===== src/rtl/instr_buffer_reader_if.sv =====
// Handshake bundle between the buffer reader, the instruction buffer read port
// and the downstream decode/dispatch stage.
interface instr_buffer_reader_if #(
  parameter int Instr_word_size = 16,
  parameter int bs = 16
);
  localparam int IW = $clog2(bs);

  logic [IW-1:0]              rd_index;
  logic                       rd_en;
  logic [Instr_word_size-1:0] rd_data;
  logic                       out_valid;
  logic                       out_ready;
  logic [Instr_word_size-1:0] out_instr;
  logic [IW-1:0]              out_index;

  modport master (
    output rd_index, rd_en, out_valid, out_instr, out_index,
    input  rd_data, out_ready
  );

  modport slave (
    input  rd_index, rd_en, out_valid, out_instr, out_index,
    output rd_data, out_ready
  );
endinterface


===== src/rtl/instr_buffer_reader.sv =====
// Read-side sequencer for the instruction buffer: walks a wrapping slot range,
// filters null words and hands the rest downstream through a 2-entry queue.
module instr_buffer_reader #(
  parameter int Instr_word_size = 16,
  parameter int bs = 16
) (
  input  logic                    clk,
  input  logic                    rst,
  input  logic                    start,
  input  logic [$clog2(bs)-1:0]   start_index,
  input  logic [$clog2(bs):0]     length,
  input  logic                    skip_null,
  input  logic                    flush,
  output logic                    busy,
  output logic                    done,
  instr_buffer_reader_if.master   bus
);
  localparam int IW = $clog2(bs);
  localparam int CW = IW + 1;
  localparam logic [CW-1:0] CNT_ZERO = CW'(1'b0);
  localparam logic [CW-1:0] CNT_ONE  = CW'(1'b1);
  localparam logic [IW-1:0] PTR_ZERO = IW'(1'b0);
  localparam logic [IW-1:0] PTR_ONE  = IW'(1'b1);
  localparam logic [Instr_word_size-1:0] WORD_ZERO = {Instr_word_size{1'b0}};

  typedef enum logic [1:0] {
    IDLE  = 2'd0,
    ISSUE = 2'd1,
    DRAIN = 2'd2,
    DONE  = 2'd3
  } state_t;

  state_t                     state_r;
  logic [IW-1:0]              ptr_r;
  logic [CW-1:0]              remain_r;
  logic                       busy_r;
  logic                       done_r;
  logic                       inflight_r;
  logic [IW-1:0]              inflight_idx_r;
  logic [1:0]                 q_cnt_r;
  logic [Instr_word_size-1:0] q0_word_r;
  logic [Instr_word_size-1:0] q1_word_r;
  logic [IW-1:0]              q0_idx_r;
  logic [IW-1:0]              q1_idx_r;

  logic       pop_s;
  logic       push_s;
  logic [1:0] occ_after_s;
  logic       issue_s;
  logic       drain_ok_s;

  // Credit counts the head being popped this cycle so a free-flowing
  // downstream sustains one read per cycle; this makes rd_en combinational.
  always_comb begin
    pop_s       = (q_cnt_r != 2'd0) && bus.out_ready;
    push_s      = inflight_r && !(skip_null && (bus.rd_data == WORD_ZERO));
    occ_after_s = q_cnt_r - {1'b0, pop_s} + {1'b0, inflight_r};
    issue_s     = (state_r == ISSUE) && (remain_r != CNT_ZERO) && (occ_after_s < 2'd2);
    drain_ok_s  = !inflight_r && ((q_cnt_r == 2'd0) || ((q_cnt_r == 2'd1) && pop_s));
  end

  assign bus.rd_index  = ptr_r;
  assign bus.rd_en     = issue_s;
  assign bus.out_valid = (q_cnt_r != 2'd0);
  assign bus.out_instr = q0_word_r;
  assign bus.out_index = q0_idx_r;
  assign busy          = busy_r;
  assign done          = done_r;

  // Sequencer FSM: pointer, remaining count, busy and done pulse.
  always_ff @(posedge clk or negedge rst) begin
    if (!rst) begin
      state_r  <= IDLE;
      ptr_r    <= PTR_ZERO;
      remain_r <= CNT_ZERO;
      busy_r   <= 1'b0;
      done_r   <= 1'b0;
    end else if (flush) begin
      state_r  <= IDLE;
      remain_r <= CNT_ZERO;
      busy_r   <= 1'b0;
      done_r   <= 1'b0;
    end else begin
      case (state_r)
        IDLE: begin
          done_r <= 1'b0;
          if (start) begin
            ptr_r    <= start_index;
            remain_r <= length;
            busy_r   <= 1'b1;
            if (length == CNT_ZERO) begin
              state_r <= DONE;
              done_r  <= 1'b1;
            end else begin
              state_r <= ISSUE;
            end
          end
        end
        ISSUE: begin
          if (issue_s) begin
            ptr_r    <= ptr_r + PTR_ONE;
            remain_r <= remain_r - CNT_ONE;
            if (remain_r == CNT_ONE) begin
              state_r <= DRAIN;
            end
          end
        end
        DRAIN: begin
          if (drain_ok_s) begin
            state_r <= DONE;
            done_r  <= 1'b1;
          end
        end
        DONE: begin
          state_r <= IDLE;
          busy_r  <= 1'b0;
          done_r  <= 1'b0;
        end
        default: begin
          state_r <= IDLE;
          busy_r  <= 1'b0;
          done_r  <= 1'b0;
        end
      endcase
    end
  end

  // Return path: in-flight tracking and the 2-entry shift queue (head in q0).
  always_ff @(posedge clk or negedge rst) begin
    if (!rst) begin
      inflight_r     <= 1'b0;
      inflight_idx_r <= PTR_ZERO;
      q_cnt_r        <= 2'd0;
      q0_word_r      <= WORD_ZERO;
      q1_word_r      <= WORD_ZERO;
      q0_idx_r       <= PTR_ZERO;
      q1_idx_r       <= PTR_ZERO;
    end else if (flush) begin
      inflight_r <= 1'b0;
      q_cnt_r    <= 2'd0;
    end else begin
      inflight_r <= issue_s;
      if (issue_s) begin
        inflight_idx_r <= ptr_r;
      end
      case ({push_s, pop_s})
        2'b10: begin
          if (q_cnt_r == 2'd0) begin
            q0_word_r <= bus.rd_data;
            q0_idx_r  <= inflight_idx_r;
          end else begin
            q1_word_r <= bus.rd_data;
            q1_idx_r  <= inflight_idx_r;
          end
          q_cnt_r <= q_cnt_r + 2'd1;
        end
        2'b01: begin
          q0_word_r <= q1_word_r;
          q0_idx_r  <= q1_idx_r;
          q_cnt_r   <= q_cnt_r - 2'd1;
        end
        2'b11: begin
          if (q_cnt_r == 2'd1) begin
            q0_word_r <= bus.rd_data;
            q0_idx_r  <= inflight_idx_r;
          end else begin
            q0_word_r <= q1_word_r;
            q0_idx_r  <= q1_idx_r;
            q1_word_r <= bus.rd_data;
            q1_idx_r  <= inflight_idx_r;
          end
        end
        default: begin
          q_cnt_r <= q_cnt_r;
        end
      endcase
    end
  end
endmodule


===== src/flat_wrapper.sv =====
// flat-port wrapper written by rule: the top's interface ports become plain ports
module instr_buffer_reader_flat 
#(
  parameter int Instr_word_size = 16,
  parameter int bs = 16
)
  (clk, rst, start, start_index, length, skip_null, flush, busy, done, bus_rd_index, bus_rd_en, bus_out_valid, bus_out_instr, bus_out_index, bus_rd_data, bus_out_ready);
  instr_buffer_reader_if #(.Instr_word_size(Instr_word_size), .bs(bs)) bus_i ();
  input  logic clk;
  input  logic rst;
  input  logic start;
  input  logic [$clog2(bs)-1:0] start_index;
  input  logic [$clog2(bs):0] length;
  input  logic skip_null;
  input  logic flush;
  output logic busy;
  output logic done;
  output wire logic [$bits(bus_i.rd_index)-1:0] bus_rd_index;
  output wire logic [$bits(bus_i.rd_en)-1:0] bus_rd_en;
  output wire logic [$bits(bus_i.out_valid)-1:0] bus_out_valid;
  output wire logic [$bits(bus_i.out_instr)-1:0] bus_out_instr;
  output wire logic [$bits(bus_i.out_index)-1:0] bus_out_index;
  input wire logic [$bits(bus_i.rd_data)-1:0] bus_rd_data;
  input wire logic [$bits(bus_i.out_ready)-1:0] bus_out_ready;
  assign bus_rd_index = bus_i.rd_index;
  assign bus_rd_en = bus_i.rd_en;
  assign bus_out_valid = bus_i.out_valid;
  assign bus_out_instr = bus_i.out_instr;
  assign bus_out_index = bus_i.out_index;
  assign bus_i.rd_data = bus_rd_data;
  assign bus_i.out_ready = bus_out_ready;
  instr_buffer_reader #(.Instr_word_size(Instr_word_size), .bs(bs)) u_core (.clk(clk), .rst(rst), .start(start), .start_index(start_index), .length(length), .skip_null(skip_null), .flush(flush), .busy(busy), .done(done), .bus(bus_i));
endmodule

===== config.mk =====
export PLATFORM = sky130hd
export DESIGN_NAME = instr_buffer_reader_flat
export DESIGN_NICKNAME = d
export VERILOG_FILES = /design/src/rtl/instr_buffer_reader_if.sv /design/src/rtl/instr_buffer_reader.sv /design/src/flat_wrapper.sv
export SDC_FILE = /design/constraint.sdc
export NUM_CORES = 1
export LEC_CHECK = 0
export ABC_AREA = 1
export BUFFER_PORTS_ARGS = -buffer_cell sky130_fd_sc_hd__buf_2
export CAP_MARGIN = 20
export CELL_PAD_IN_SITES_DETAIL_PLACEMENT = 0
export CELL_PAD_IN_SITES_GLOBAL_PLACEMENT = 1
export CORE_MARGIN = 1
export CORE_UTILIZATION = 45
export CTS_BUF_LIST = sky130_fd_sc_hd__clkbuf_2
export DETAILED_ROUTE_END_ITERATION = 7
export PLACE_DENSITY_LB_ADDON = 0.12
export SYNTH_ARGS = -nofsm -noshare
export SYNTH_HDL_FRONTEND = slang
export SYNTH_SLANG_ARGS = --single-unit

===== constraint.sdc =====
create_clock -name clk -period 3.5 [get_ports clk]
set_input_delay 0 -clock clk [delete_from_list [all_inputs] [get_ports clk]]
set_output_delay 0 -clock clk [all_outputs]
set_load 0.05 [all_outputs]

* Word level (Yosys, flattened, before mapping) *
Cells that the tools add are included.

storage, ports and cells
  flip-flop bits (word level) = 60
  input bits = 31
  output and inout port bits = 28
  word-level logic and storage cells = 105

cells by class
  add/subtract/negate cells = 6
  $lt $le $gt $ge = 1
  equal/unequal tests = 17
  multiplexer cells = 37
  bitwise logic cells = 1
  reductions and logical operators = 31

operators with widths
  operator              count
  $mux W16              4
  $pmux W16 S3          1
  $pmux W16 S2          1
  $mux W4               6
  $logic_not A16 Y1     1
  $pmux W4 S2           2
  $mux W5               3
  $mux W2               7
  $pmux W4 S3           1
  $reduce_and A4 Y1     3
  $reduce_bool A3 Y1    4
  $pmux W5 S2           1
  $ne A3 B3 Y1 const B  3
  $eq A2 B2 Y1 const B  4
  $ne A2 B2 Y1 const B  4
  $pmux W2 S4           1
  $logic_and A1 B1 Y1   7
  $mux W1               7
  $eq A2 B1 Y1 const B  3
  $reduce_and A2 Y1     3
  $reduce_and A3 Y1     2
  $reduce_bool A2 Y1    3
  $eq A5 B1 Y1 const B  1
  $logic_not A5 Y1      1
  other kinds (18)      20

* Depth between registers and ports, before layout *
Gate-level depths: netlist of the first run.

  depth in word-level cells = 9
  depth in mapped cells = 12
  gate-level depth less buffers = 12

* Worst setup path after synthesis of the first run *
Ideal clock, no wire load.

  path kind = reg2reg
  start point = register u_core.q_cnt_r[0]
  end point = register u_core.ptr_r[0], in the netlist u_core.bus.rd_index[0]
  setup time = 120 ps
  arrival time = 1715 ps
  required time = 3380 ps
  setup slack = 1665 ps
  cell stages (with the launch flop) = 13
  buffers on the path = 0
  clock period less this slack = 1835 ps
  cell sequence = dfrtp_1 inv_1 ha_1 inv_2 nand2_1 o21ai_1 nand2_1 nand2_1 nand3_4 o21ai_4 nand2_4 nand2_1 nand2_1

on the way
  longest elaborated chain between the ends = 8

ends and longest elaborated chain
  what                                RTL line                    RTL
  from (decl)                         instr_buffer_reader.sv:40   logic [1:0] q_cnt_r;
  from (signal assigned)              instr_buffer_reader.sv:155  q_cnt_r <= q_cnt_r + 2'd1;
  from (signal assigned)              instr_buffer_reader.sv:160  q_cnt_r <= q_cnt_r - 2'd1;
  from (signal assigned)              instr_buffer_reader.sv:174  q_cnt_r <= q_cnt_r;
  $reduce_bool A2 Y1                  n/a
  via bus_out_valid                   flat_wrapper.sv:20          output wire logic [$bits(bus_i.out_valid)-1:0] bus_out_valid;
  $logic_and A1 B1 Y1                 instr_buffer_reader.sv:55   pop_s = (q_cnt_r != 2'd0) && bus.out_ready;
  $sub A2 B1 Y2                       instr_buffer_reader.sv:57   occ_after_s = q_cnt_r - {1'b0, pop_s} + {1'b0, inflight_r};
  $add A2 B1 Y2                       instr_buffer_reader.sv:57
  $lt A2 B2 Y1                        instr_buffer_reader.sv:58   issue_s = (state_r == ISSUE) && (remain_r != CNT_ZERO) && (occ_after_s < 2'd2);
  $logic_and A1 B1 Y1                 instr_buffer_reader.sv:58
  $ne A2 B2 Y1 (no source line)       n/a
  $reduce_and A4 Y1 (no source line)  n/a
  to (signal assigned)                instr_buffer_reader.sv:88   ptr_r <= start_index;
  to (signal assigned)                instr_buffer_reader.sv:101  ptr_r <= ptr_r + PTR_ONE;
  to (decl)                           instr_buffer_reader.sv:34   logic [IW-1:0] ptr_r;

The timed path passes the listed nets, and every way through them passes these cells.
A chain may end at the register's enable or synchronous reset.

* Worst setup path after layout of the first run *
  start point = register u_core.q_cnt_r[0]
  end point = output bus_rd_en

on the way
  longest elaborated chain between the ends = 6

ends and longest elaborated chain
  what                     RTL line                   RTL
  $reduce_bool A2 Y1       instr_buffer_reader.sv:55
  $logic_and A1 B1 Y1      instr_buffer_reader.sv:55
  $sub A2 B1 Y2 (*)        instr_buffer_reader.sv:57
  $add A2 B1 Y2 (*)        instr_buffer_reader.sv:57
  $lt A2 B2 Y1 (*)         instr_buffer_reader.sv:58
  $logic_and A1 B1 Y1 (*)  instr_buffer_reader.sv:58
  to (decl)                flat_wrapper.sv:19         output wire logic [$bits(bus_i.rd_en)-1:0] bus_rd_en;

Mark *: on every way between the ends. The rest lies on a longest branch, timed or not.

==> results of run 1 <==
## critical path, stage by stage (launching register included)
cell and delay (ps):
dfrtp_1 410, inv_1 90, ha_1 250, nor2_2 490, o21ai_1 180, nand3_1 160, nand3_4 130, inv_1 70
buf_2 250
## cells in the final DEF (no fill, tap or decap), types with 2 or more instances in the layout
cell type / instances
a21oi_1: 19
a31oi_1: 2
buf_2: 58
buf_4: 12
clkbuf_2: 11
clkinv_1: 3
dfrtp_1: 60
dlygate4sd3_1: 28
ha_1: 9
inv_1: 43
inv_2: 3
nand2_1: 142
nand3_1: 84
nand4_1: 24
nor2_1: 29
nor3_1: 3
o21ai_0: 40
o21ai_1: 2
xnor2_1: 2
## per-stage QoR
step	instance area [um^2]	setup slack, ps	total power, uW
6_report	4360	993	3680
5_1_grt	4360	765	4000
4_1_cts	4360	963	3700
3_5_place_dp	3980	1280	3260
3_3_place_gp	3980	1330	3220
2_1_floorplan	3600	1660	2780
## cell type report
class	instances	area [um^2]	share of cell area
flip-flops and latches	60	1500	0.345
clock buffers	11	55.1	0.0126
well taps	102	128	0.0293
clock inverters	4	41.3	0.00948
repair buffers	98	661	0.152
multi-input cells	368	1800	0.413
inverters	46	173	0.0396
## worst max-delay path by stage
| stage | slack [ps] | cells after the start | from | endpoint |
|---|---|---|---|---|
| finish | 990 | 8 | u_core.q_cnt_r[0] | bus_rd_en |
| global route | 770 | 8 | u_core.q_cnt_r[0] | bus_rd_en |
| CTS | 960 | 8 | u_core.q_cnt_r[0] | bus_rd_en |
| detailed placement | 1280 | 7 | u_core.q_cnt_r[0] | u_core.bus.out_instr[13] |
| global placement | 1330 | 7 | u_core.q_cnt_r[0] | u_core.bus.out_index[0] |
| floorplan | 1660 | 12 | u_core.q_cnt_r[0] | u_core.bus.rd_index[0] |
## kinds of logic after synthesis
kind of cell | count (synthesis) | synth area share
AO/OA/AOI/OAI | 68 | 0.102
XOR/XNOR | 3 | 0.00729
adder cells (fa/ha/maj) | 9 | 0.0313
buffers and inverters | 76 | 0.0844
flip-flops | 60 | 0.417
AND/OR/NAND/NOR | 288 | 0.358
## metal layers
metal	vias to the layer above	GRT usage
met4	0	0.0886
met2	67	0.427
met1	1653	0.299
li1	1822	-
met3	13	0.0452
met5	-	0
## state kept, by name (all words and copies together), names as in the netlist
signal and cells:
u_core.q_cnt_r 2, u_core.done 1, u_core.q1_idx_r 4, u_core.q1_word_r 16, u_core.bus.rd_index 4, u_core.bus.out_instr 16, u_core.busy 1, u_core.remain_r 5
u_core.state_r 2, u_core.bus.out_index 4, u_core.inflight_idx_r 4, u_core.inflight_r 1
## report_power, final
part,switching (uW),leakage (uW),internal (uW)
Sequential,214,0.000723,984
Clock,244,0.0000645,161
Combinational,1460,0.00146,617
Total,1910,0.00225,1760
==> reports/qor.yml, run 1 <==
post-cts-setup-buffer-count: 0
ant_nets: 0
final_core_util: 0.564
synth_enable_flop_cells: 0
fmax_mhz: 399
dieHeight_um: 91.5
rr_worst_depth: 7
finalSetupViolations: 0
io_buffer_count: 58
dr.pass1.iters: 5
cts_root_buf: "clkbuf_2"
min_path_type: "input pin to register"
crit_arrival_ps: 2510
clk_latency_ps: 490
min_to: "u_core.bus.out_instr[6]"
totalWireLength_mm: 9.51
synth_top_cells_by_count: "142 x nand2_1, 84 x nand3_1, 60 x dfrtp_1, 43 x inv_1, 40 x o21ai_0"
synth_area_um2: 3600
power_density_nw_per_um2: 844
drive_gt1_frac: 0.158
hp-start: "bus_out_ready"
synth_flop_cell: "dfrtp_1"
htreeDepth: 3
reg2reg_to: "u_core.bus.out_instr[13]"
hold_viol: 0
place_congestion: 0.840
fillCellCount: 748
syn_to_final_growth_pct: 20.9
wl_met2_mm: 4.69
gr-total-overflow: 0
yosysTopAreaCell: "dfrtp_1"
ir_drop_mv: 0.443
max-slew-margin-rel: 0.395
grtUsageTotal: 0.245
synth_top_area_frac: 0.417
fin_crit_ps: 2510
die_x_um: 91.5
end_kind: "output port"
start_util: 0.466
diodes: 0
vias_per_cell: 5.16
hold_buffers: 28
ys_types: 30
yosysWarnings: 0
ctsResizeCount: 0
hpwl_mm: 6.22
clkTransAtPathRegs_ps: 180
antenna_found_initial: 0
worst_slew_pin_slew_ps: 908
tns_ps: 0
placed_cells: 646
ys_ff_latch: 60
drt_iter0_drc: 129
status: "finished, final reports clean"
cp_max_fo: 16
nNetsFinal: 623
synthArstFlopShare: 1.00
grt_pass1_vias: 3472
std_cell_rows: 32
holdPathStages: 7
r2r-start: "u_core.q_cnt_r[0]"
routed-wl-met3_um: 256
cts_sinks: 60
leakagePower_uw: 0.00225
finalHoldWorstSlack_ps: 80.6
syn_avg_cell_area_um2: 7.15
cts_tree: "yes"
wire_per_inst_um: 13.8
synth.most_common_cell: "nand2_1"
r2r_slack_ps: 1270
clk_path_buf_depth: 2
pin_count: 59
fin_crit_sh: 0.716
worstSetupPathType: "register to output port"
critPathLaunchType: "register"
synth_area_leaders: "dfrtp_1 42%, nand2_1 15%, nand3_1 12%"
worst_ep_required_time_ps: 3500
coreArea_um2: 7730
cts_buffers: 9
highest_layer: "met4"
dr_total_vias: 3555
m1WireLength_mm: 4.46
syn_nets: 544
grt_max_degree: 39
ys_seq_area_frac: 0.417
grt_pass1_wl_mm: 16.1
drv_cap: 0
rsz0062_at_grt: "no"
syn_inst: 504
drc: 0
slew_violations: 0
final_cell_count_no_fill: 689
dieArea_um2: 8370
finClkSkew_ps: 34.9
(Power assumes the default switching activity.)
==> run 2: changes to the inputs <==
--- a/config.mk
+++ b/config.mk
@@ -5,13 +5,13 @@
 export SDC_FILE = /design/constraint.sdc
 export NUM_CORES = 1
 export LEC_CHECK = 0
-export ABC_AREA = 1
+export ABC_AREA = 0
 export BUFFER_PORTS_ARGS = -buffer_cell sky130_fd_sc_hd__buf_2
 export CAP_MARGIN = 20
 export CELL_PAD_IN_SITES_DETAIL_PLACEMENT = 0
 export CELL_PAD_IN_SITES_GLOBAL_PLACEMENT = 1
 export CORE_MARGIN = 1
-export CORE_UTILIZATION = 45
+export CORE_UTILIZATION = 41
 export CTS_BUF_LIST = sky130_fd_sc_hd__clkbuf_2
 export DETAILED_ROUTE_END_ITERATION = 7
 export PLACE_DENSITY_LB_ADDON = 0.12
==> constraint.sdc (replaced) <==
create_clock -name clk -period 2 [get_ports clk]
set_input_delay 0 -clock clk [delete_from_list [all_inputs] [get_ports clk]]
set_output_delay 0 -clock clk [all_outputs]
set_load 0.05 [all_outputs]
==> reports/qor.yml, run 2 <==
clk_path_buf_depth: 2  # unchanged
drc: 0  # unchanged
worstSetupPathType: "register to register"
slew_violations: 0  # unchanged
coreArea_um2: 7330  # -5.1%
grt_pass1_wl_mm: 11.7  # -27%
grt_max_degree: 38  # -2.6%
final_cell_mix: "60 x dfrtp_1, 57 x buf_2, 45 x mux2_2"
cts_sinks: 60  # unchanged
drv_cap: 0  # unchanged
nNetsFinal: 447  # -28%
place_ws_ps: -223  # -1500 ps
totalWireLength_mm: 7.11  # -25%
dr.pass1.iters: 6  # +1
setup_slack_ps: -406  # -1400 ps
finClkSkew_ps: 24.0  # -10.9 ps
grt_pass1_vias: 2553  # -26%
ys_seq_area_frac: 0.477  # +0.0605
fin_crit_ps: 2410
cts_tree: "yes"
ys_types: 51  # +70%
yosysWarnings: 0  # unchanged
finalHoldWorstSlack_ps: 236  # +155 ps
start_util: 0.429  # -0.0371
syn_avg_cell_area_um2: 11.5  # +61%
cts_buffers: 9  # unchanged
finalSetupViolations: 21  # +21
leakagePower_uw: 0.00215  # -4.5%
final_core_util: 0.617  # +0.0530
htreeDepth: 3  # unchanged
max-slew-margin-rel: 0.771  # +0.376
std_cell_rows: 31  # -3.1%
worst_slew_pin_slew_ps: 338  # -569 ps
synth_area_leaders: "dfrtp_1 48%, mux2_2 17%, a22o_1 4.5%"
pin_count: 59  # unchanged
place_congestion: 0.813  # -3.3%
drive_gt1_frac: 0.485  # +0.327
hold_viol: 0  # unchanged
dieArea_um2: 8030  # -4.1%
synth_enable_flop_cells: 0  # unchanged
rr_worst_depth: 12  # +5
yosysTopAreaCell: "dfrtp_1"
cts_root_buf: "clkbuf_2"
syn_to_final_growth_pct: 43.7
min_path_type: "input pin to register"
diodes: 0  # unchanged
hpwl_mm: 4.79  # -23%
fin_crit_sh: 1.20
io_buffer_count: 58  # unchanged
synth_top_cells_by_count: "60 x dfrtp_1, 47 x mux2_2, 16 x a22o_1, 15 x nor2_1, 14 x nand2_1"
synth_area_um2: 3150  # -13%
synth_top_area_frac: 0.477  # +0.0605
drt_iter0_drc: 55  # -57%
gr-total-overflow: 0  # unchanged
dieHeight_um: 89.6  # -2.1%
violations: "negative setup slack"
end_kind: "register"
cp_max_fo: 5  # -11
synthArstFlopShare: 1.00  # unchanged
wire_per_inst_um: 13.9  # +0.75%
antenna_found_initial: 0  # unchanged
die_x_um: 89.6  # -2.1%
syn_inst: 273  # -46%
power_density_nw_per_um2: 1670  # +98%
ys_ff_latch: 60  # unchanged
clk_latency_ps: 470  # -20 ps
p_total_uw: 7560  # +110%
ant_nets: 0  # unchanged
finalInstanceArea_um2: 4520  # +3.8%
rsz0062_at_grt: "yes"
crit_arrival_ps: 2840  # +330 ps
synth_flop_cell: "dfrtp_1"
synth.most_common_cell: "dfrtp_1"
syn_nets: 313  # -42%
grtUsageTotal: 0.195  # -0.0497
status: "finished, violations left"
ir_drop_mv: 0.727  # +64%
dr_total_vias: 2595  # -27%
worst_ep_required_time_ps: 2430  # -1070 ps
clkTransAtPathRegs_ps: 200  # +20 ps
mostFrequentLayoutCell: "dfrtp_1"
holdPathStages: 6  # -1
vias_per_cell: 5.08  # -1.6%
fmax_mhz: 416
critPathLaunchType: "register"
r2r_slack_ps: -410  # -1680 ps
place_area_um2: 3860  # -3.1%
[run 2: cell types whose count changed in the layout (fill, tap and decap cells not counted), moves of 5 or more]
| cell | previous run | this run |
|---|---|---|
| mux2_2 | 0 | 45 |
| buf_6 | 0 | 8 |
| mux2_4 | 0 | 7 |
| nand2_1 | 142 | 13 |
| inv_1 | 43 | 11 |
| o21ai_0 | 40 | 6 |
| nor2_1 | 29 | 13 |
| a21oi_1 | 19 | 6 |
| buf_4 | 12 | 37 |
| nand4_1 | 24 | 1 |
| a22o_1 | 0 | 16 |
| nand3_1 | 84 | 4 |
| mux2i_1 | 0 | 5 |
[run 2: cell type report]
type	instances	area, um^2
flip-flops and latches	60	1500
multi-input cells	185	1630
inverters	13	52.6
fillers	622	2810
clock buffers	9	45.0
repair buffers	138	1070
well taps	99	124
clock inverters	7	98.8
[run 2: worst paths after layout]
| check | startpoint | endpoint |
|---|---|---|
| max reg2reg | u_core.q_cnt_r[1] | u_core.remain_r[0] |
| min | start_index[3] | u_core.bus.rd_index[3] |
| min in group asynchronous | rst | u_core.inflight_idx_r[1] |
| min reg2reg | u_core.bus.out_instr[5] | u_core.bus.out_instr[5] |
| max | u_core.q_cnt_r[1] | u_core.remain_r[0] |
| max in group asynchronous | rst | u_core.bus.out_instr[5] |
[run 2: logic make-up (layout without fill, tap and decap cells)]
family / after synthesis / count (layout) / share of synthesized area
AOI/OAI and AO/OA: 51 / 51 / 0.118
buffers and inverters: 28 / 167 / 0.0374
and+or+nand+nor: 65 / 65 / 0.115
xor gates and xnor gates: 2 / 2 / 0.00557
adders and majority gates: 10 / 10 / 0.0390
DFF: 60 / 60 / 0.477
muxes: 57 / 57 / 0.208
[run 2: layer usage]
| layer | wire [um] | global-route usage | vias up |
|---|---|---|---|
| met5 | 0 | 0 | - |
| met4 | 85 | 0.0722 | 0 |
| met1 | 3270 | 0.234 | 1254 |
| met3 | 273 | 0.0494 | 6 |
| li1 | - | - | 1277 |
| met2 | 3470 | 0.338 | 58 |
[run 2: critical path: stages (launching register included)]
cell and delay [ps]:
dfrtp_1 390, inv_2 60, ha_4 150, or4b_4 480
buf_4 150, buf_6 100, buf_6 100, o2111ai_2 40
o211ai_1 110, buf_4 170, buf_4 140, or3_1 340
a21oi_1 130
[run 2: timing repair]
action	in CTS	in global routing
pin swaps	11	5
buffers inserted	10	1
hold buffers	31	0
hold endpoints to repair	104	0
gates resized for setup	25	5
setup endpoints to repair	18	36
[run 2: report_power, final]
| group | internal (uW) | leakage, uW | total [uW] | switching [uW] |
|---|---|---|---|---|
| combinational | 2170 | 0.00130 | 4640 | 2480 |
| sequential | 1720 | 0.000767 | 2010 | 286 |
| clock | 420 | 0.0000825 | 907 | 487 |
| total | 4310 | 0.00215 | 7560 | 3250 |
[run 2: stage by stage]
| stage | setup TNS [ps] | std cells |
|---|---|---|
| after floorplan | -2610 | 273 |
| after global placement | -1270 | 453 |
| after detailed placement | -1510 | 453 |
| after CTS | -5300 | 510 |
| after global routing | -7410 | 511 |
| final | -4930 | 511 |
==> run 3: changes to the inputs <==
--- a/config.mk
+++ b/config.mk
@@ -15,6 +15,7 @@
 export CTS_BUF_LIST = sky130_fd_sc_hd__clkbuf_2
 export DETAILED_ROUTE_END_ITERATION = 7
 export PLACE_DENSITY_LB_ADDON = 0.12
+export RECOVER_POWER = 25
 export SYNTH_ARGS = -nofsm -noshare
 export SYNTH_HDL_FRONTEND = slang
 export SYNTH_SLANG_ARGS = --single-unit
==> reports/qor.yml, run 3 (synthesis results as in run 2) <==
wire_per_inst_um: 13.9  # about the same
mostFrequentLayoutCell: "dfrtp_1"
dieArea_um2: 8030  # unchanged
coreArea_um2: 7330  # unchanged
tns_ps: -4940  # -6.25 ps
crit_arrival_ps: 2410  # -430 ps
drive_gt1_frac: 0.483  # -0.00243
fmax_mhz: 415  # -0.11%
gr-total-overflow: 0  # unchanged
clk_path_buf_depth: 2  # unchanged
std_cell_rows: 31  # unchanged
clk_latency_ps: 480  # about the same
ir_drop_mv: 0.728  # about the same
r2r_slack_ps: -410  # about the same
holdPathStages: 6  # unchanged
clkTransAtPathRegs_ps: 190  # about the same
final_core_util: 0.615  # -0.00222
htreeDepth: 3  # unchanged
setup_slack_ps: -409  # -2.59 ps
nNetsFinal: 447  # unchanged
slew_violations: 0  # unchanged
diodes: 0  # unchanged
io_buffer_count: 58  # unchanged
cts_sinks: 60  # unchanged
drv_cap: 0  # unchanged
final_cell_mix: "60 x dfrtp_1, 56 x buf_2, 45 x mux2_2"
pin_count: 59  # unchanged
power_density_nw_per_um2: 1680  # +0.32%
finalSetupViolations: 21  # unchanged
rr_worst_depth: 12  # unchanged
fillCellCount: 622  # unchanged
critPathLaunchType: "register"
hold_viol: 0  # unchanged
ant_nets: 0  # unchanged
die_x_um: 89.6  # unchanged
vias_per_cell: 5.06  # -0.31%
totalWireLength_mm: 7.11  # about the same
dieHeight_um: 89.6  # unchanged
worst_slew_pin_slew_ps: 939  # +601 ps
fin_crit_ps: 2410  # +2.59 ps
drt_iter0_drc: 55  # unchanged
grt_pass1_wl_mm: 11.7  # unchanged
cts_tree: "yes"
hpwl_mm: 4.79  # unchanged
cts_root_buf: "clkbuf_2"
worst_ep_required_time_ps: 2000  # -430 ps
max-slew-margin-rel: 0.374  # -0.397
fin_crit_sh: 1.20  # +0.00130
leakagePower_uw: 0.00214  # -0.37%
grt_pass1_vias: 2553  # unchanged
cp_max_fo: 2  # -3
finClkSkew_ps: 23.6  # -0.390 ps
syn_to_final_growth_pct: 43.2
finalInstanceArea_um2: 4510  # -0.36%
reg2reg_to: "u_core.remain_r[0]"
end_kind: "output port"
violations: "negative setup slack"
min_to: "u_core.bus.rd_index[3]"
cts_buffers: 9  # unchanged
status: "finished, violations left"
place_congestion: 0.813  # unchanged
drc: 0  # unchanged
place_ws_ps: -223  # unchanged
dr_total_vias: 2587  # -0.31%
grtUsageTotal: 0.195  # unchanged
placed_cells: 453  # unchanged
place_area_um2: 3860  # unchanged
dr.pass1.iters: 4  # -2
final_cell_count_no_fill: 511  # unchanged
antenna_found_initial: 0  # unchanged
grt_max_degree: 38  # unchanged
min_path_type: "input pin to register"
hp-start: "start_index[3]"
worstSetupPathType: "register to output port"
r2r-start: "u_core.q_cnt_r[1]"
rsz0062_at_grt: "yes"
start_util: 0.429  # unchanged
[run 3: changes by cell type in the layout (fill, tap and decap cells not counted), sizes merged]
cell	before	now
clkbuf	9	11
buf	107	105
[run 3: layout make-up]
type	count	area [um^2]	share of cell area
Sequential cell	60	1500	0.333
Tap cell	99	124	0.0275
Clock buffer	9	45.0	0.0100
Inverter	13	52.6	0.0117
Timing Repair Buffer	138	1050	0.233
Clock inverter	7	98.8	0.0219
Multi-Input combinational cell	185	1630	0.363
[run 3: through the flow]
step           total power (uW)  hold slack [ps]
6_report                   7560              233
2_1_floorplan              4870             -296
5_1_grt                    8100              253
4_1_cts                    7590              250
3_5_place_dp               6100             20.8
3_3_place_gp               6040             30.3
[run 3: worst max-delay path by stage]
| stage | startpoint | end | depth (start not counted) |
|---|---|---|---|
| global placement | u_core.q_cnt_r[1] | u_core.remain_r[2] | 8 |
| floorplan | u_core.q_cnt_r[1] | u_core.inflight_idx_r[0] | 8 |
| CTS | u_core.q_cnt_r[1] | bus_rd_en | 8 |
| global route | u_core.q_cnt_r[1] | bus_rd_en | 8 |
| detailed placement | u_core.q_cnt_r[1] | u_core.remain_r[2] | 8 |
| finish | u_core.q_cnt_r[1] | bus_rd_en | 8 |
[run 3: worst max-delay path, cell delays in order (launching register included)]
cell and delay (ps):
dfrtp_1 390, inv_2 60, ha_4 150, or4b_4 480
o21a_4 140, mux2_4 300, buf_6 120, and2_4 150
buf_8 140
[run 3: what timing repair did]
action                     4_1_cts  5_1_grt
resized for setup               25        5
setup endpoints to repair       18       36
cloned                           0        0
hold buffers                    31        0
buffers inserted                10        1
pin swaps                       11        5
hold endpoints to repair       104        0
[run 3: report_power, final]
| group | switching (uW) | internal (uW) |
|---|---|---|
| registers | 285 | 1720 |
| clock network | 490 | 420 |
| logic | 2480 | 2160 |
| total | 3250 | 4310 |
[run 3: layer usage]
layer	routed length, um	track usage
met5	0	0
met4	108	0.0722
met3	274	0.0494
met2	3480	0.338
met1	3250	0.234
